<file path="config.mk">
export PLATFORM = sky130hd
export DESIGN_NAME = ram_bus_arbiter
export DESIGN_NICKNAME = d
export VERILOG_FILES = /design/src/rtl/ram_bus_arbiter_pkg.sv /design/src/rtl/ram_bus_arbiter_hold.sv /design/src/rtl/ram_bus_arbiter.sv
export SDC_FILE = /design/constraint.sdc
export NUM_CORES = 1
export LEC_CHECK = 0
export CORE_MARGIN = 2
export CORE_UTILIZATION = 35
export DETAILED_ROUTE_END_ITERATION = 8
export HOLD_SLACK_MARGIN = 0.02
export PLACE_DENSITY = 0.95
export SLEW_MARGIN = 20
export SYNTH_ARGS = -nofsm -noshare
export SYNTH_HDL_FRONTEND = slang
export SYNTH_SLANG_ARGS = --single-unit
</file>
<file path="constraint.sdc">
create_clock -name clk -period 3.6 [get_ports clk]
set_clock_uncertainty 0.1 [all_clocks]
set_input_delay 0.54 -clock clk [delete_from_list [all_inputs] [get_ports clk]]
set_output_delay 0.54 -clock clk [all_outputs]
set_load 0.01 [all_outputs]
</file>
<file path="src/rtl/ram_bus_arbiter_pkg.sv">
// Shared definitions for the data-RAM arbiter: owner encodings and a
// helper that sizes the hold counters.
package ram_bus_arbiter_pkg;

  localparam int OWNER_W = 2;

  typedef enum logic [OWNER_W-1:0] {
    OWN_NONE = 2'b00,
    OWN_CPU  = 2'b01,
    OWN_DMA  = 2'b10
  } owner_e;

  // Width needed to hold values 0..limit-1 (never narrower than one bit).
  function automatic int cnt_width(input int limit);
    return (limit > 1) ? $clog2(limit) : 1;
  endfunction

endpackage

</file>
<file path="src/rtl/ram_bus_arbiter_hold.sv">
// Saturating hold counter: counts up to LIMIT-1 and sticks there,
// clears on request, flags when the limit value has been reached.
module hold_counter
  import ram_bus_arbiter_pkg::*;
#(
  parameter  int LIMIT = 4,
  localparam int CNT_W = cnt_width(LIMIT)
) (
  input  logic clk,
  input  logic rst,
  input  logic clr_i,
  input  logic inc_i,
  output logic at_limit_o
);

  localparam logic [CNT_W-1:0] MAX_VAL = CNT_W'(LIMIT - 1);

  logic [CNT_W-1:0] cnt_q;
  logic [CNT_W-1:0] cnt_d;

  // Next count: clear wins over increment; increment stops at the limit.
  always_comb begin
    cnt_d = cnt_q;
    if (clr_i) begin
      cnt_d = '0;
    end else if (inc_i && (cnt_q != MAX_VAL)) begin
      cnt_d = cnt_q + 1'b1;
    end
  end

  // Count register with synchronous reset.
  // NOTE: sequential state uses non-blocking (<=) so every flop samples
  // pre-edge values and simulation order cannot change the result.
  always_ff @(posedge clk) begin
    if (rst) begin
      cnt_q <= '0;
    end else begin
      cnt_q <= cnt_d;
    end
  end

  assign at_limit_o = (cnt_q == MAX_VAL);

endmodule

</file>
<file path="src/rtl/ram_bus_arbiter.sv">
// Arbiter for the single-port data RAM shared by the CPU data port and
// the DMAC. Registered owner, combinational grants and RAM mux, with
// bounded-hold fairness in both directions. A DMA read is always followed
// by its write before the bus can be taken away.
module ram_bus_arbiter
  import ram_bus_arbiter_pkg::*;
#(
  parameter int ADDR_W        = 8,
  parameter int DATA_W        = 8,
  parameter int MAX_DMA_BURST = 4,
  parameter int MAX_CPU_HOLD  = 8
) (
  input  logic              clk,
  input  logic              rst,
  input  logic              cpu_req,
  input  logic [ADDR_W-1:0] cpu_addr,
  input  logic [DATA_W-1:0] cpu_wdata,
  input  logic              cpu_we,
  output logic              cpu_stall,
  input  logic              dma_req,
  input  logic [ADDR_W-1:0] dma_addr,
  input  logic [DATA_W-1:0] dma_wdata,
  input  logic              dma_we,
  output logic              dma_grant,
  output logic [ADDR_W-1:0] ram_addr,
  output logic [DATA_W-1:0] ram_wdata,
  output logic              ram_we,
  input  logic [DATA_W-1:0] ram_rdata,
  output logic [DATA_W-1:0] rdata
);

  owner_e owner_q;
  owner_e owner_d;
  logic   cpu_grant;
  logic   cpu_at_limit;
  logic   xfer_at_limit;
  logic   cpu_inc;
  logic   xfer_inc;
  logic   owner_change;

  // Next owner. The DMA side only hands over on a write cycle, so a
  // read/write pair always completes under the same tenure.
  // NOTE: owner_d gets a default before the case so no path leaves it
  // unassigned, which would otherwise infer a latch.
  always_comb begin
    owner_d = owner_q;
    case (owner_q)
      OWN_NONE: begin
        if (cpu_req)      owner_d = OWN_CPU;
        else if (dma_req) owner_d = OWN_DMA;
      end
      OWN_CPU: begin
        if (!cpu_req)                    owner_d = dma_req ? OWN_DMA : OWN_NONE;
        else if (dma_req && cpu_at_limit) owner_d = OWN_DMA;
      end
      OWN_DMA: begin
        if (!dma_req)                              owner_d = cpu_req ? OWN_CPU : OWN_NONE;
        else if (dma_we && cpu_req && xfer_at_limit) owner_d = OWN_CPU;
      end
      default: owner_d = OWN_NONE;
    endcase
  end

  // Owner register; reset drops ownership even in the middle of a transfer.
  always_ff @(posedge clk) begin
    if (rst) begin
      owner_q <= OWN_NONE;
    end else begin
      owner_q <= owner_d;
    end
  end

  // Fairness accounting: cycles the CPU holds while DMA waits, and DMA
  // write cycles while the CPU waits. Both restart on every handoff.
  assign owner_change = (owner_d != owner_q);
  assign cpu_inc      = (owner_q == OWN_CPU) && cpu_req && dma_req;
  assign xfer_inc     = (owner_q == OWN_DMA) && dma_we && cpu_req;

  hold_counter #(.LIMIT(MAX_CPU_HOLD)) u_cpu_hold (
    .clk        (clk),
    .rst        (rst),
    .clr_i      (owner_change),
    .inc_i      (cpu_inc),
    .at_limit_o (cpu_at_limit)
  );

  hold_counter #(.LIMIT(MAX_DMA_BURST)) u_xfer_hold (
    .clk        (clk),
    .rst        (rst),
    .clr_i      (owner_change),
    .inc_i      (xfer_inc),
    .at_limit_o (xfer_at_limit)
  );

  assign cpu_grant = (owner_q == OWN_CPU) && cpu_req;
  assign dma_grant = (owner_q == OWN_DMA);
  assign cpu_stall = cpu_req && !cpu_grant;
  assign rdata     = ram_rdata;

  // RAM mux from the current owner; a stray dma_we from a non-owner
  // never reaches the RAM.
  always_comb begin
    ram_addr  = '0;
    ram_wdata = '0;
    ram_we    = 1'b0;
    case (owner_q)
      OWN_CPU: begin
        ram_addr  = cpu_addr;
        ram_wdata = cpu_wdata;
        ram_we    = cpu_we && cpu_req;
      end
      OWN_DMA: begin
        ram_addr  = dma_addr;
        ram_wdata = dma_wdata;
        ram_we    = dma_we;
      end
      default: ;
    endcase
  end

endmodule

</file>
==> results.json, run 1 <==
{
  "die_w_um": 54.9,
  "avgRoutedWirePerCell_um": 15.4,
  "seq_power_share": 0.281,
  "leakagePower_nw": 0.505,
  "cp.required_ps": 2960,
  "rr_worst_depth": 5,
  "worst_slew_pin_slew_ps": 857,
  "synth_top_area_frac": 0.155,
  "cp_max_fo": 25,
  "report.final.slew_viol_count": 0,
  "diodes": 0,
  "vias_per_cell": 5.34,
  "cts_inserted_buffers": 3,
  "yosysWarnings": 0,
  "clk-insertion-delay-late_ps": 250,
  "area_growth_pct": 57.2,
  "clkPwrFrac": 0.241,
  "syn_area_um2": 906,
  "synth_cell_types": 36,
  "antenna_found_initial": 0,
  "reg2reg_from": "owner_q[1]",
  "critical_path.max_stage_delay_ps": 720,
  "seq_area_frac_synth": 0.155,
  "die_area_um2": 3010,
  "hp-class": "reg2reg",
  "coreArea_um2": 2450,
  "timing.rr.end": "u_cpu_hold.cnt_q[2]",
  "cap_violations": 0,
  "dieHeight_um": 54.9,
  "p_total_uw": 296,
  "cts_hold_buffers": 0,
  "synth_area_leaders": "dfxtp_1 (15%), a22oi_1 (13%), nor2b_1 (13%)",
  "hp-start": "u_cpu_hold.cnt_q[1]",
  "avgSynthCellArea_um2": 8.16,
  "whs_path_depth": 2,
  "pre_cts_slack_ps": 805,
  "startpoint_type": "flip-flop",
  "synth_edf_count": 0,
  "dpl.cell_count": 182,
  "fin_setup_tns_ps": 0,
  "worstPathCellList": "inv_1, ha_1, a32oi_1, nor2b_1, clkdlybuf4s50_1",
  "switchingPower_uw": 91.3,
  "synth-main-ff-cell": "dfxtp_1",
  "path_class": "reg2out",
  "drive_gt1_frac": 0.0449,
  "cts_resized": 0,
  "cpMaxStageDelayCell": "ha_1",
  "instances_no_fill": 186,
  "grt_setup_unrepaired": "false",
  "syn_inst": 111,
  "setup_viol": 0,
  "rrSetupSlack_ps": 1250,
  "yosysMostFrequentCell": "nor2b_1",
  "holdPathEnd": "u_cpu_hold.cnt_q[1]",
  "fin_crit_ps": 3050,
  "ys_seq_elements": 7,
  "vdd_drop_max_mv": 0.266,
  "finalHoldViolCount": 0,
  "relSlewSlack": 0.429,
  "syn_nets": 164,
  "whs_ps": 479,
  "grt_pass1_vias": 923,
  "status": "complete, no violations",
  "post-cts-setup-buffers": 0,
  "start_util": 0.369,
  "clock_path_buffers": 2,
  "portBuffers": 56,
  "fmax_mhz": 327,
  "cts_tree": "done",
  "grt_start_max_net_pins": 26,
  "cts-root-buf": "clkbuf_4",
  "ios": 73,
  "rows": 18,
  "clk_pin_slew_ps": 50,
  "finalCritPeriodShare": 0.848,
  "end_kind": "output pin",
  "layout.nets": 210,
  "grt_overflow": 0,
  "synth_commonest_cells": "nor2b_1 (19), a22oi_1 (16), buf_4 (8), dfxtp_1 (7), ha_1 (7)",
  "grt_first_pass_wirelength_mm": 4.03,
  "ys_async_sr_fraction": 0,
  "vias": 994,
  "power.internal_uw": 204,
  "cts.htree.levels": 1,
  "grt_use_total": 0.189,
  "drt-initial-drc-count": 19,
  "cts.sinks": 7,
  "dp_hpwl_mm": 2.28,
  "routed_wl_mm": 2.86,
  "gp_congestion": 0.841,
  "dr.pass1.iters": 5,
  "power_frac_comb": 0.478,
  "p_per_area_nw_per_um2": 208,
  "switching_share": 0.309,
  "fin_ws_ps": 546,
  "final_antenna_net_count": 0,
  "worstPathArrival_ps": 2410,
  "synth_area_leader_cell": "dfxtp_1",
  "drc_errors": 0
}
==> power by group through the flow <==
stage          clock, mW  combinational (mW)  sequential (mW)
3_5_place_dp           0               0.141           0.0848
2_1_floorplan          0              0.0809           0.0839
6_report          0.0712               0.141           0.0832
3_3_place_gp           0               0.136           0.0844
4_1_cts           0.0733               0.142           0.0832
5_1_grt           0.0774               0.155           0.0835
==> layout make-up <==
class,count,area (um^2)
tap,30,37.5
multi-input combinational,86,648
inverter,3,11.3
fill,225,1030
timing repair buffer,56,561
sequential,7,140
clock buffer,4,26.3
==> layer usage <==
| layer | part of all wire | up-vias | track usage |
|---|---|---|---|
| met2 | 0.55 | 33 | 0.363 |
| li1 | - | 498 | - |
| met4 | 0.010 | 0 | 0.0750 |
| met5 | 0 | - | 0 |
| met3 | 0.057 | 4 | 0.0301 |
| met1 | 0.38 | 459 | 0.200 |
==> kinds of logic after synthesis <==
logic type / count (synthesis) / synth area share
XOR/XNOR: 2 / 0.0193
AND/OR/NAND/NOR: 42 / 0.298
AO/OA/AOI/OAI: 32 / 0.268
multiplexers: 3 / 0.0332
flip-flops: 7 / 0.155
buffers and inverters: 18 / 0.130
adder cells (fa/ha/maj): 7 / 0.0967
==> cell usage in the layout (no fill, tap or decap), drive strengths merged, types with 2 or more instances in the layout <==
cell type	count
clkdlybuf4s50	56
nor2b	19
a22oi	16
ha	7
dfxtp	7
nor2	5
nor4b	5
o21ai	4
clkbuf	4
inv	3
mux2i	3
a21oi	3
nand4b	2
nand2	2
xor2	2
a32oi	2
==> flip-flops by register name, indices dropped and copies added, names as in the netlist <==
name	cells
u_cpu_hold.cnt_q	3
u_xfer_hold.cnt_q	2
owner_q	2
==> stage by stage <==
step                       util  instance area [um^2]
after floorplan               -                   906
after global placement    0.569                  1400
after detailed placement  0.569                  1400
after CTS                 0.580                  1420
after global routing      0.580                  1420
final                     0.580                  1420
==> critical path, delay by kind of cell (launching register included) <==
kind | cells | cell delay [ps]
AOI/OAI and AO/OA | 1 | 220
adders and majority gates | 1 | 720
buffers and inverters | 2 | 660
DFF | 1 | 390
and+or+nand+nor | 1 | 160
==> how the worst max path moves through the flow <==
stage	from	end	slack, ps	cells past startpoint
6_report	owner_q[1]	ram_we	550	5
5_1_grt	owner_q[1]	ram_we	340	5
4_1_cts	owner_q[1]	ram_wdata[6]	550	5
3_5_place_dp	cpu_req	ram_we	810	4
3_3_place_gp	cpu_req	ram_we	850	4
2_1_floorplan	owner_q[1]	ram_addr[0]	1340	5
Note: power is estimated with default switching activity, not from simulation.
==> inputs of run 2 (changes only) <==
Settings changed: CORE_UTILIZATION 35 to 33, PLACE_DENSITY 0.95 to 0.93.
Clock period 3.6 ns to 3.1 ns, I/O delays scaled along.
==> run 2 against run 1 <==
  * Hold slack got worse by 29 ps
  * Cell count rose by 1.1%
  * Wire length decreased by 5.9%
  * Total power grew 16%
==> results.json, run 2 (synthesized netlist as in run 1, its figures left out) <==
{
  "portBuffers": 56,
  "switching_share": 0.303,
  "diodes": 0,
  "grt_overflow": 0,
  "startpoint_type": "flip-flop",
  "gp_congestion": 0.922,
  "setup_viol": 0,
  "cap_violations": 0,
  "avgRoutedWirePerCell_um": 14.3,
  "clock_path_buffers": 2,
  "largestRegisters": "u_cpu_hold.cnt_q x3, owner_q x2, u_xfer_hold.cnt_q x2",
  "fin_crit_ps": 2710,
  "layout.nets": 212,
  "path_class": "reg2out",
  "finalHoldViolCount": 0,
  "p_per_area_nw_per_um2": 238,
  "die_area_um2": 3180,
  "cp_max_fo": 17,
  "largest_register": "u_cpu_hold.cnt_q",
  "hp-class": "reg2reg",
  "rr_worst_depth": 6,
  "cts-root-buf": "clkbuf_4",
  "coreArea_um2": 2540,
  "dp_hpwl_mm": 2.14,
  "worstPathArrival_ps": 2150,
  "seq_power_share": 0.282,
  "grt_start_max_net_pins": 26,
  "end_kind": "output pin",
  "post-cts-setup-buffers": 0,
  "start_util": 0.356,
  "dr.pass1.iters": 4,
  "power_frac_comb": 0.483,
  "routed_wl_mm": 2.69,
  "grt_setup_unrepaired": "false",
  "clkPwrFrac": 0.235,
  "seq_area_um2": 140,
  "antenna_found_initial": 0,
  "switchingPower_uw": 104,
  "drive_gt1_frac": 0.0633,
  "dieHeight_um": 56.4,
  "status": "complete, no violations",
  "power.internal_uw": 239,
  "whs_ps": 450,
  "die_w_um": 56.4,
  "cts.sinks": 7,
  "drt-initial-drc-count": 77,
  "clk-insertion-delay-late_ps": 240,
  "cts_tree": "done",
  "area_growth_pct": 59.1,
  "whs_path_depth": 2,
  "grt_first_pass_wirelength_mm": 4.27,
  "rows": 18,
  "cts_hold_buffers": 0,
  "clk_pin_slew_ps": 50,
  "leakagePower_nw": 0.514,
  "worst_slew_pin_slew_ps": 436,
  "vias_per_cell": 5.36,
  "final_common_cell": "clkdlybuf4s50_1",
  "multiInputGateArea_um2": 651,
  "grt_pass1_vias": 971,
  "fillers": 225,
  "cts_inserted_buffers": 3,
  "cp.required_ps": 2530,
  "final_antenna_net_count": 0,
  "mostFrequentLayoutCells": "clkdlybuf4s50_1 (56), nor2b_1 (19), a22oi_1 (16)",
  "ios": 73,
  "vias": 1007,
  "vdd_drop_max_mv": 0.151,
  "grt_use_total": 0.164,
  "relSlewSlack": 0.709,
  "fin_setup_tns_ps": 0,
  "report.final.slew_viol_count": 0,
  "drc_errors": 0,
  "finalCritPeriodShare": 0.874,
  "fmax_mhz": 369,
  "cts.htree.levels": 1,
  "largest_reg_flops": 3
}
==> run 2: changes by cell type in the layout (fill, tap and decap cells not counted), sizes merged <==
cell / change
buf: +2
==> run 2: path summary, 6_finish.rpt <==
kind	to	slack (ps)	from
max	ram_wdata[2]	390	owner_q[1]
min	u_cpu_hold.cnt_q[2]	450	u_cpu_hold.cnt_q[2]
max reg2reg	u_cpu_hold.cnt_q[0]	860	owner_q[1]
min reg2reg	u_cpu_hold.cnt_q[2]	450	u_cpu_hold.cnt_q[2]
==> run 2: metrics by stage <==
step | utilization | area (um^2) | cells | power (mW) | setup slack, ps
3_3_place_gp | 0.555 | 1410 | 184 | 0.259 | 529
3_5_place_dp | 0.555 | 1410 | 184 | 0.263 | 454
5_1_grt | 0.566 | 1440 | 188 | 0.368 | 267
6_report | 0.566 | 1440 | 188 | 0.343 | 389
2_1_floorplan | - | 906 | 111 | 0.191 | 915
4_1_cts | 0.565 | 1440 | 188 | 0.347 | 188
==> run 2: power by group through the flow <==
stage	Combinational (mW)	Sequential, mW	Clock, mW
2_1_floorplan	0.0940	0.0974	0
6_report	0.166	0.0968	0.0806
5_1_grt	0.178	0.0972	0.0924
3_5_place_dp	0.165	0.0984	0
3_3_place_gp	0.161	0.0980	0
4_1_cts	0.166	0.0965	0.0851
==> run 2: final cells by class <==
type	instances	area share
multi-input cells	86	0.451
repair buffers	58	0.399
flip-flops and latches	7	0.0972
well taps	30	0.0260
clock buffers	4	0.0182
inverters	3	0.00781
==> run 2: layer usage <==
layer,GRT usage,vias to the layer above,part of all wire
li1,-,500,-
met1,0.173,449,0.39
met2,0.299,54,0.49
met3,0.0530,4,0.10
met4,0.0612,0,0.010
met5,0,-,0
==> run 2: repair_timing <==
action | CTS | global route
gates resized for setup | 0 | 1
endpoints found under the hold margin | 0 | 0
endpoints found under the setup margin | 0 | 1
==> run 2: worst max-delay path: stages, from the launching register on <==
cell	delay [ps]
dfxtp_1	490
inv_1	120
ha_1	540
nor2b_1	190
clkdlybuf4s50_1	550
==> inputs of run 3 (changes only) <==
Settings changed: RECOVER_POWER set to 100.
==> run 3 against run 2 <==
  * Register-to-register slack better by 30 ps
  * Fmax down 3.3%
  * Flip-flop and latch count unchanged
  * Clock power about the same
  * Utilization down 0.44 points
  * Final area down 0.78%
  * Clock-buffer cell count unchanged
  * Worst setup slack worse by 92 ps
  * Via count about the same
  * Total power down 1.8%
  * First-iteration DRC count down 3.9%
  * Non-clock buffer count unchanged
  * Critical path type is now in2out
  * Critical endpoint is now cpu_stall
==> results.json, run 3 (synthesized netlist as in run 1, its figures left out) <==
{
  "cts.sinks": 7,
  "clkPwrFrac": 0.239,
  "final_antenna_net_count": 0,
  "clk-insertion-delay-late_ps": 240,
  "end_kind": "output pin",
  "cts.htree.levels": 1,
  "power.internal_uw": 234,
  "hp-class": "reg2reg",
  "largest_reg_flops": 3,
  "multiInputGateArea_um2": 643,
  "die_area_um2": 3180,
  "path_class": "in2out",
  "diodes": 0,
  "rrSetupSlack_ps": 890,
  "ios": 73,
  "p_per_area_nw_per_um2": 236,
  "clk_pin_slew_ps": 50,
  "gp_congestion": 0.922,
  "postPlaceCellArea_um2": 1410,
  "startpoint_type": "input pin",
  "reg2reg_from": "owner_q[1]",
  "finalHoldViolCount": 0,
  "worstPathArrival_ps": 2240,
  "setup_viol": 0,
  "grt_overflow": 0,
  "antenna_found_initial": 0,
  "portBuffers": 56,
  "drive_gt1_frac": 0.0506,
  "coreArea_um2": 2540,
  "vias": 1008,
  "grt_pass1_vias": 971,
  "top_usage_layer": "met2",
  "whs_ps": 452,
  "cp_max_fo": 8,
  "grt_setup_unrepaired": "false",
  "dp_hpwl_mm": 2.14,
  "largestRegisters": "u_cpu_hold.cnt_q x3, owner_q x2, u_xfer_hold.cnt_q x2",
  "grt_use_total": 0.164,
  "layout.nets": 212,
  "avgRoutedWirePerCell_um": 14.3,
  "cp-startpoint": "cpu_req",
  "relSlewSlack": 0.645,
  "cts_inserted_buffers": 3,
  "pre_cts_slack_ps": 454,
  "switchingPower_uw": 103,
  "grt_start_max_net_pins": 26,
  "cts_hold_buffers": 0,
  "fin_ws_ps": 297,
  "vdd_drop_max_mv": 0.148,
  "die_w_um": 56.4,
  "final_common_cell": "clkdlybuf4s50_1",
  "cts-root-buf": "clkbuf_4",
  "leakagePower_nw": 0.568,
  "seq_area_um2": 140,
  "worst_slew_pin_slew_ps": 532,
  "finalCritPeriodShare": 0.904,
  "grt_use_met3": 0.0530,
  "dr.pass1.iters": 4,
  "area_growth_pct": 57.9,
  "cts_tree": "done",
  "dieHeight_um": 56.4,
  "use_met2": 0.299,
  "largest_register": "u_cpu_hold.cnt_q",
  "rows": 18,
  "seq_power_share": 0.287,
  "fin_crit_ps": 2800,
  "status": "complete, no violations",
  "final_area_um2": 1430,
  "grt_first_pass_wirelength_mm": 4.27,
  "power_frac_comb": 0.474,
  "switching_share": 0.305,
  "report.final.slew_viol_count": 0,
  "grt_use_met1": 0.173,
  "fmax_mhz": 357,
  "fin_setup_tns_ps": 0,
  "hp-start": "u_cpu_hold.cnt_q[2]",
  "drt-initial-drc-count": 74,
  "clock_path_buffers": 2,
  "cp.required_ps": 2530,
  "routed_wl_mm": 2.68,
  "cap_violations": 0,
  "start_util": 0.356,
  "mostFrequentLayoutCells": "clkdlybuf4s50_1 (37), nor2b_1 (19), dlygate4sd3_1 (19)",
  "drc_errors": 0,
  "vias_per_cell": 5.36,
  "fillers": 229
}
-- run 3: layer usage --
metal	share of wire	vias up
met5	0	-
met4	0.0086	0
met3	0.098	4
met2	0.50	52
met1	0.39	452
li1	-	500
-- run 3: path summary, 6_finish.rpt --
| path | endpoint | depth (start not counted) |
|---|---|---|
| max | cpu_stall | 4 |
| min | u_cpu_hold.cnt_q[2] | 2 |
| max reg2reg | u_cpu_hold.cnt_q[0] | 6 |
| min reg2reg | u_cpu_hold.cnt_q[2] | 2 |
-- run 3: critical path: stages --
cell and delay, ps:
dlygate4sd3_1 690, clkbuf_1 310, nor2b_1 160, dlygate4sd3_1 620
-- run 3: timing repair --
action                                  in CTS  in global routing
setup buffers                                0                  0
gates resized for setup                      0                  1
endpoints found under the setup margin       0                  1
-- run 3: power by group through the flow --
stage	combinational, mW	sequential, mW	clock, mW
after detailed placement	0.165	0.0984	0
after CTS	0.166	0.0965	0.0851
after floorplan	0.0940	0.0974	0
final	0.160	0.0967	0.0806
after global placement	0.161	0.0980	0
after global routing	0.172	0.0971	0.0924
-- run 3: final cells by class --
| class | instances | area share |
|---|---|---|
| Clock buffer | 4 | 0.0184 |
| Inverter | 3 | 0.00787 |
| Multi-Input combinational cell | 86 | 0.450 |
| Sequential cell | 7 | 0.0980 |
| Tap cell | 30 | 0.0262 |
| Timing Repair Buffer | 58 | 0.400 |
-- run 3: stage by stage --
| step | std cells | total power, mW | utilization |
|---|---|---|---|
| finish | 188 | 0.337 | 0.562 |
| global route | 188 | 0.362 | 0.562 |
| CTS | 188 | 0.347 | 0.565 |
| detailed placement | 184 | 0.263 | 0.555 |
| global placement | 184 | 0.259 | 0.555 |
| floorplan | 111 | 0.191 | - |
